--- src/rtl/seq_pattern_tx.sv ---
// Serial pattern transmitter: sends a captured MSB-first pattern reps+1 times,
// optionally separated by GAP idle cycles, with abort and one-cycle done pulse.
module seq_pattern_tx #(
    parameter int   WIDTH      = 16,
    parameter int   GAP        = 0,
    parameter logic IDLE_LEVEL = 1'b0
) (
    input  logic                         clk,
    input  logic                         reset,
    input  logic                         start,
    input  logic [WIDTH-1:0]             pattern,
    input  logic [$clog2(WIDTH+1)-1:0]   len,
    input  logic [3:0]                   reps,
    input  logic                         abort,
    output logic                         x,
    output logic                         bit_valid,
    output logic                         busy,
    output logic                         done
);

    localparam int             LW       = $clog2(WIDTH+1);
    localparam logic [LW-1:0]  LEN_MAX  = LW'(WIDTH);
    localparam logic [7:0]     GAP_LOAD = (GAP > 0) ? 8'(GAP - 1) : 8'd0;

    typedef enum logic [1:0] {
        ST_IDLE,
        ST_SHIFT,
        ST_GAP
    } state_t;

    state_t          state_reg;
    logic [WIDTH-1:0] pat_reg;
    logic [WIDTH-1:0] shift_reg;
    logic [LW-1:0]    len_reg;
    logic [LW-1:0]    bit_cnt_reg;
    logic [3:0]       rep_cnt_reg;
    logic [7:0]       gap_cnt_reg;

    logic [LW-1:0]    len_eff;
    logic [WIDTH-1:0] aligned;

    // The pattern is left-aligned on capture so every bit leaves from the MSB.
    always_comb begin
        len_eff = (len > LEN_MAX) ? LEN_MAX : len;
        aligned = pattern << (LEN_MAX - len_eff);
    end

    always_ff @(posedge clk) begin
        if (reset) begin
            state_reg   <= ST_IDLE;
            x           <= IDLE_LEVEL;
            bit_valid   <= 1'b0;
            busy        <= 1'b0;
            done        <= 1'b0;
            pat_reg     <= '0;
            shift_reg   <= '0;
            len_reg     <= '0;
            bit_cnt_reg <= '0;
            rep_cnt_reg <= '0;
            gap_cnt_reg <= '0;
        end else begin
            done <= 1'b0;
            case (state_reg)
                ST_IDLE: begin
                    if (start && len_eff != '0) begin
                        state_reg   <= ST_SHIFT;
                        pat_reg     <= aligned;
                        shift_reg   <= aligned << 1;
                        len_reg     <= len_eff;
                        bit_cnt_reg <= len_eff - 1'b1;
                        rep_cnt_reg <= reps;
                        x           <= aligned[WIDTH-1];
                        bit_valid   <= 1'b1;
                        busy        <= 1'b1;
                    end
                end
                ST_SHIFT: begin
                    if (abort) begin
                        state_reg <= ST_IDLE;
                        x         <= IDLE_LEVEL;
                        bit_valid <= 1'b0;
                        busy      <= 1'b0;
                    end else if (bit_cnt_reg != '0) begin
                        x           <= shift_reg[WIDTH-1];
                        shift_reg   <= shift_reg << 1;
                        bit_cnt_reg <= bit_cnt_reg - 1'b1;
                    end else if (rep_cnt_reg != 4'd0) begin
                        rep_cnt_reg <= rep_cnt_reg - 4'd1;
                        if (GAP > 0) begin
                            state_reg   <= ST_GAP;
                            gap_cnt_reg <= GAP_LOAD;
                            x           <= IDLE_LEVEL;
                            bit_valid   <= 1'b0;
                        end else begin
                            x           <= pat_reg[WIDTH-1];
                            shift_reg   <= pat_reg << 1;
                            bit_cnt_reg <= len_reg - 1'b1;
                        end
                    end else begin
                        state_reg <= ST_IDLE;
                        x         <= IDLE_LEVEL;
                        bit_valid <= 1'b0;
                        busy      <= 1'b0;
                        done      <= 1'b1;
                    end
                end
                ST_GAP: begin
                    if (abort) begin
                        state_reg <= ST_IDLE;
                        x         <= IDLE_LEVEL;
                        bit_valid <= 1'b0;
                        busy      <= 1'b0;
                    end else if (gap_cnt_reg == 8'd0) begin
                        state_reg   <= ST_SHIFT;
                        x           <= pat_reg[WIDTH-1];
                        shift_reg   <= pat_reg << 1;
                        bit_cnt_reg <= len_reg - 1'b1;
                        bit_valid   <= 1'b1;
                    end else begin
                        gap_cnt_reg <= gap_cnt_reg - 8'd1;
                    end
                end
                default: state_reg <= ST_IDLE;
            endcase
        end
    end

endmodule

--- config.mk ---
export PLATFORM = sky130hd
export DESIGN_NAME = seq_pattern_tx
export DESIGN_NICKNAME = d
export VERILOG_FILES = /design/src/rtl/seq_pattern_tx.sv
export SDC_FILE = /design/constraint.sdc
export NUM_CORES = 1
export LEC_CHECK = 0
export BUFFER_PORTS_ARGS = -buffer_cell sky130_fd_sc_hd__buf_2
export CORE_UTILIZATION = 53
export DETAILED_ROUTE_END_ITERATION = 12
export PLACE_DENSITY = 0.83
export SLEW_MARGIN = 20
export SYNTH_ARGS = -nofsm -noshare
export SYNTH_HDL_FRONTEND = slang
export SYNTH_SLANG_ARGS = --single-unit
--- constraint.sdc ---
create_clock -name clk -period 2.8 [get_ports clk]
set_clock_uncertainty 0.1 [all_clocks]
set_input_delay 0.14 -clock clk [delete_from_list [all_inputs] [get_ports clk]]
set_output_delay 0.14 -clock clk [all_outputs]
set_load 0.02 [all_outputs]
==> flow_metrics.tcl <==
set metrics [dict create \
    power_leakage_uw 0.001369 \
    crit_type "flip-flop to flip-flop" \
    cp.required_ps 2920 \
    post_cts_resized 0 \
    areaGrowthSynthToFinish_pct 11.16 \
    cts_max_level 2 \
    period_share 0.8636 \
    initial_utilization 0.5594 \
    fin_util 0.6218 \
    first_pass_iters 6 \
    post-route-min-period_ps 2418 \
    synth_nets 419 \
    globalRouteOverflowTotal 0 \
    drt-initial-drc-count 242 \
    cts_buffers 5 \
    nNetsFinal 446 \
    seqPwrFrac 0.411 \
    grt_max_degree 38 \
    syn_inst 386 \
    cts_tree "done" \
    swShare 0.3450 \
    ys.flop_type "dfxtp_1" \
    core_sq_um 5574 \
    synth.area.top_cells "dfxtp_1 31%, mux2i_1 9.3%, nand2_1 6.5%" \
    ys_seq_area_frac 0.3082 \
    yosysMostFrequentCell "nand2_1" \
    place_hpwl_mm 5.689 \
    cp-start-kind "flip-flop" \
    irDropWorstVdd_mv 0.3424 \
    n_antenna_cell 0 \
    synth_cell_types 63 \
    pin_count 33 \
    multiInputGateArea_sq_um 1982 \
    worstSetupEndpointType "flip-flop" \
    slew_headroom 0.5911 \
    layout-drive-gt1-share 0.1932 \
    min_path_type "input pin to flip-flop" \
    path_cells "inv_1, ha_1, or3b_2, nor3_1, o21ai_2, buf_4, a211oi_1" \
    grt_antenna_before_repair 0 \
    place.gp.congestion 0.9345 \
    status "finished, final reports clean" \
    fmax_ghz 0.4135 \
    crit_fanout 13 \
    power.density_nw_per_um2 554.1 \
    yosys_warnings 0 \
    crit_buf_inv 2 \
    num_vias 2955 \
    arrival_ps 2540 \
    drc 0 \
    via_per_inst 6.080 \
    ys_ff_latch 48 \
    fillCellCount 485 \
    power_frac_comb 0.328 \
    cp_slowest_cell "or3b_2" \
    seq_area_sq_um 960.9 \
    die_w_um 78.70 \
    switchingPower_uw 662.5 \
    ys_top_cells_by_count "54 x nand2_1, 48 x dfxtp_1, 44 x nor2_1" \
    drtAntennaViolNets 0 \
    critical-path-max-stage-delay_ps 600 \
    syn_avg_cell_area_sq_um 8.078 \
    cts.clk_slew.worst_paths_ps 100 \
    synth_edf_count 0 \
    clk_path_buf_depth 2 \
    slew_violations 0 \
    synth_area_sq_um 3118 \
    die_h_um 78.70 \
    fp-row-count 27 \
    max-cap-violations 0 \
    internal-power_uw 1258 \
    finalSetupViolCount 0 \
    yosysTopAreaCell "dfxtp_1" \
    netlist.area_leader.share 0.3082 \
    wirelength_mm 7.709 \
    largest_register_ffs 16 \
    rsz0062_at_grt "no" \
    fin_setup_tns_ps 0 \
    power_frac_clock 0.261 \
    clock_sinks 48 \
    die_area_sq_um 6194 \
    grt_pass1_vias 2844 \
    grt_pass1_wl_mm 13.03 \
    clockRootBuffer "clkbuf_8" \
    io_buffer_count 32 \
    grtUsageTotal 0.2614 \
    routedWlPerCell_um 15.86 \
    cp_top_family "simple AND/OR/NAND/NOR gates" \
    synth-async-reset-ratio 0 \
    hold_viol 0 \
    clock_latency_ps 310 \
    worstMarginPinSlew_ps 613.3 \
]
## stage by stage
step	hold slack, ps	area, sq um	std cells	total power [uW]	worst slack (ps)
2_1_floorplan	212.2	3118	386	1264	194.6
3_3_place_gp	310.6	3344	477	1405	278.9
3_5_place_dp	318.0	3344	477	1423	198.8
4_1_cts	4.315	3466	486	1918	406.4
5_1_grt	36.29	3466	486	2026	290.8
6_report	5.295	3466	486	1920	381.8
## placed cells by master, fill, tap and decap left out, types with 7 or more instances in the layout
master	instances
nand2_1	54
dfxtp_1	48
nor2_1	44
a21oi_1	35
buf_2	32
mux2i_1	29
nor3_1	16
o21ai_0	15
buf_4	13
a211oi_1	10
inv_1	8
nand3_1	8
nor2b_1	7
## area by class of cell
| type | instances | share of cell area |
|---|---|---|
| multi-input combinational | 302 | 0.5718 |
| sequential | 48 | 0.2773 |
| timing repair buffer | 47 | 0.08303 |
| tap | 72 | 0.02599 |
| clock buffer | 5 | 0.01986 |
| clock inverter | 3 | 0.01227 |
| inverter | 9 | 0.009747 |
## final timing paths
path                     to  slack (ps)           start  cells past startpoint
min          rep_cnt_reg[3]           5         reps[3]                      3
max          bit_cnt_reg[2]         380  rep_cnt_reg[0]                      7
min reg2reg      pat_reg[5]         360      pat_reg[5]                      2
max reg2reg  bit_cnt_reg[2]         380  rep_cnt_reg[0]                      7
## worst register-to-register path: cells and delay by family (launching register included)
family                   cells  cell delay, ps
flip-flops                   1             350
AO/OA/AOI/OAI                2             450
AND/OR/NAND/NOR              2             870
adder cells (fa/ha/maj)      1             210
buffers and inverters        2             340
## timing repair
| action | 4_1_cts | 5_1_grt |
|---|---|---|
| setup buffers | 0 | 0 |
| endpoints found under the hold margin | 1 | 0 |
| setup endpoints to repair | 0 | 0 |
| hold buffers | 1 | 0 |
## logic make-up after synthesis
kind of cell	Yosys count	share of synthesized area
AND/OR/NAND/NOR	162	0.2572
AO/OA/AOI/OAI	94	0.2083
flip-flops	48	0.3082
multiplexers	37	0.1376
buffers and inverters	36	0.05618
XOR/XNOR	5	0.01646
adder cells (fa/ha/maj)	4	0.01605
## routing by layer
layer / up-vias / part of all wire / GRT usage
met3: 17 / 0.044 / 0.04138
met5: - / 0 / 0
met2: 89 / 0.49 / 0.4522
met4: 0 / 0.016 / 0.08704
li1: 1436 / - / -
met1: 1413 / 0.45 / 0.3291
## power groups by stage
stage | Sequential (uW) | Combinational [uW] | Clock, uW
2_1_floorplan | 796 | 467 | 0
3_3_place_gp | 800 | 605 | 0
3_5_place_dp | 804 | 619 | 0
4_1_cts | 788 | 622 | 507
5_1_grt | 797 | 688 | 540
6_report | 789 | 629 | 502
Note: power is estimated with default switching activity, not from simulation.
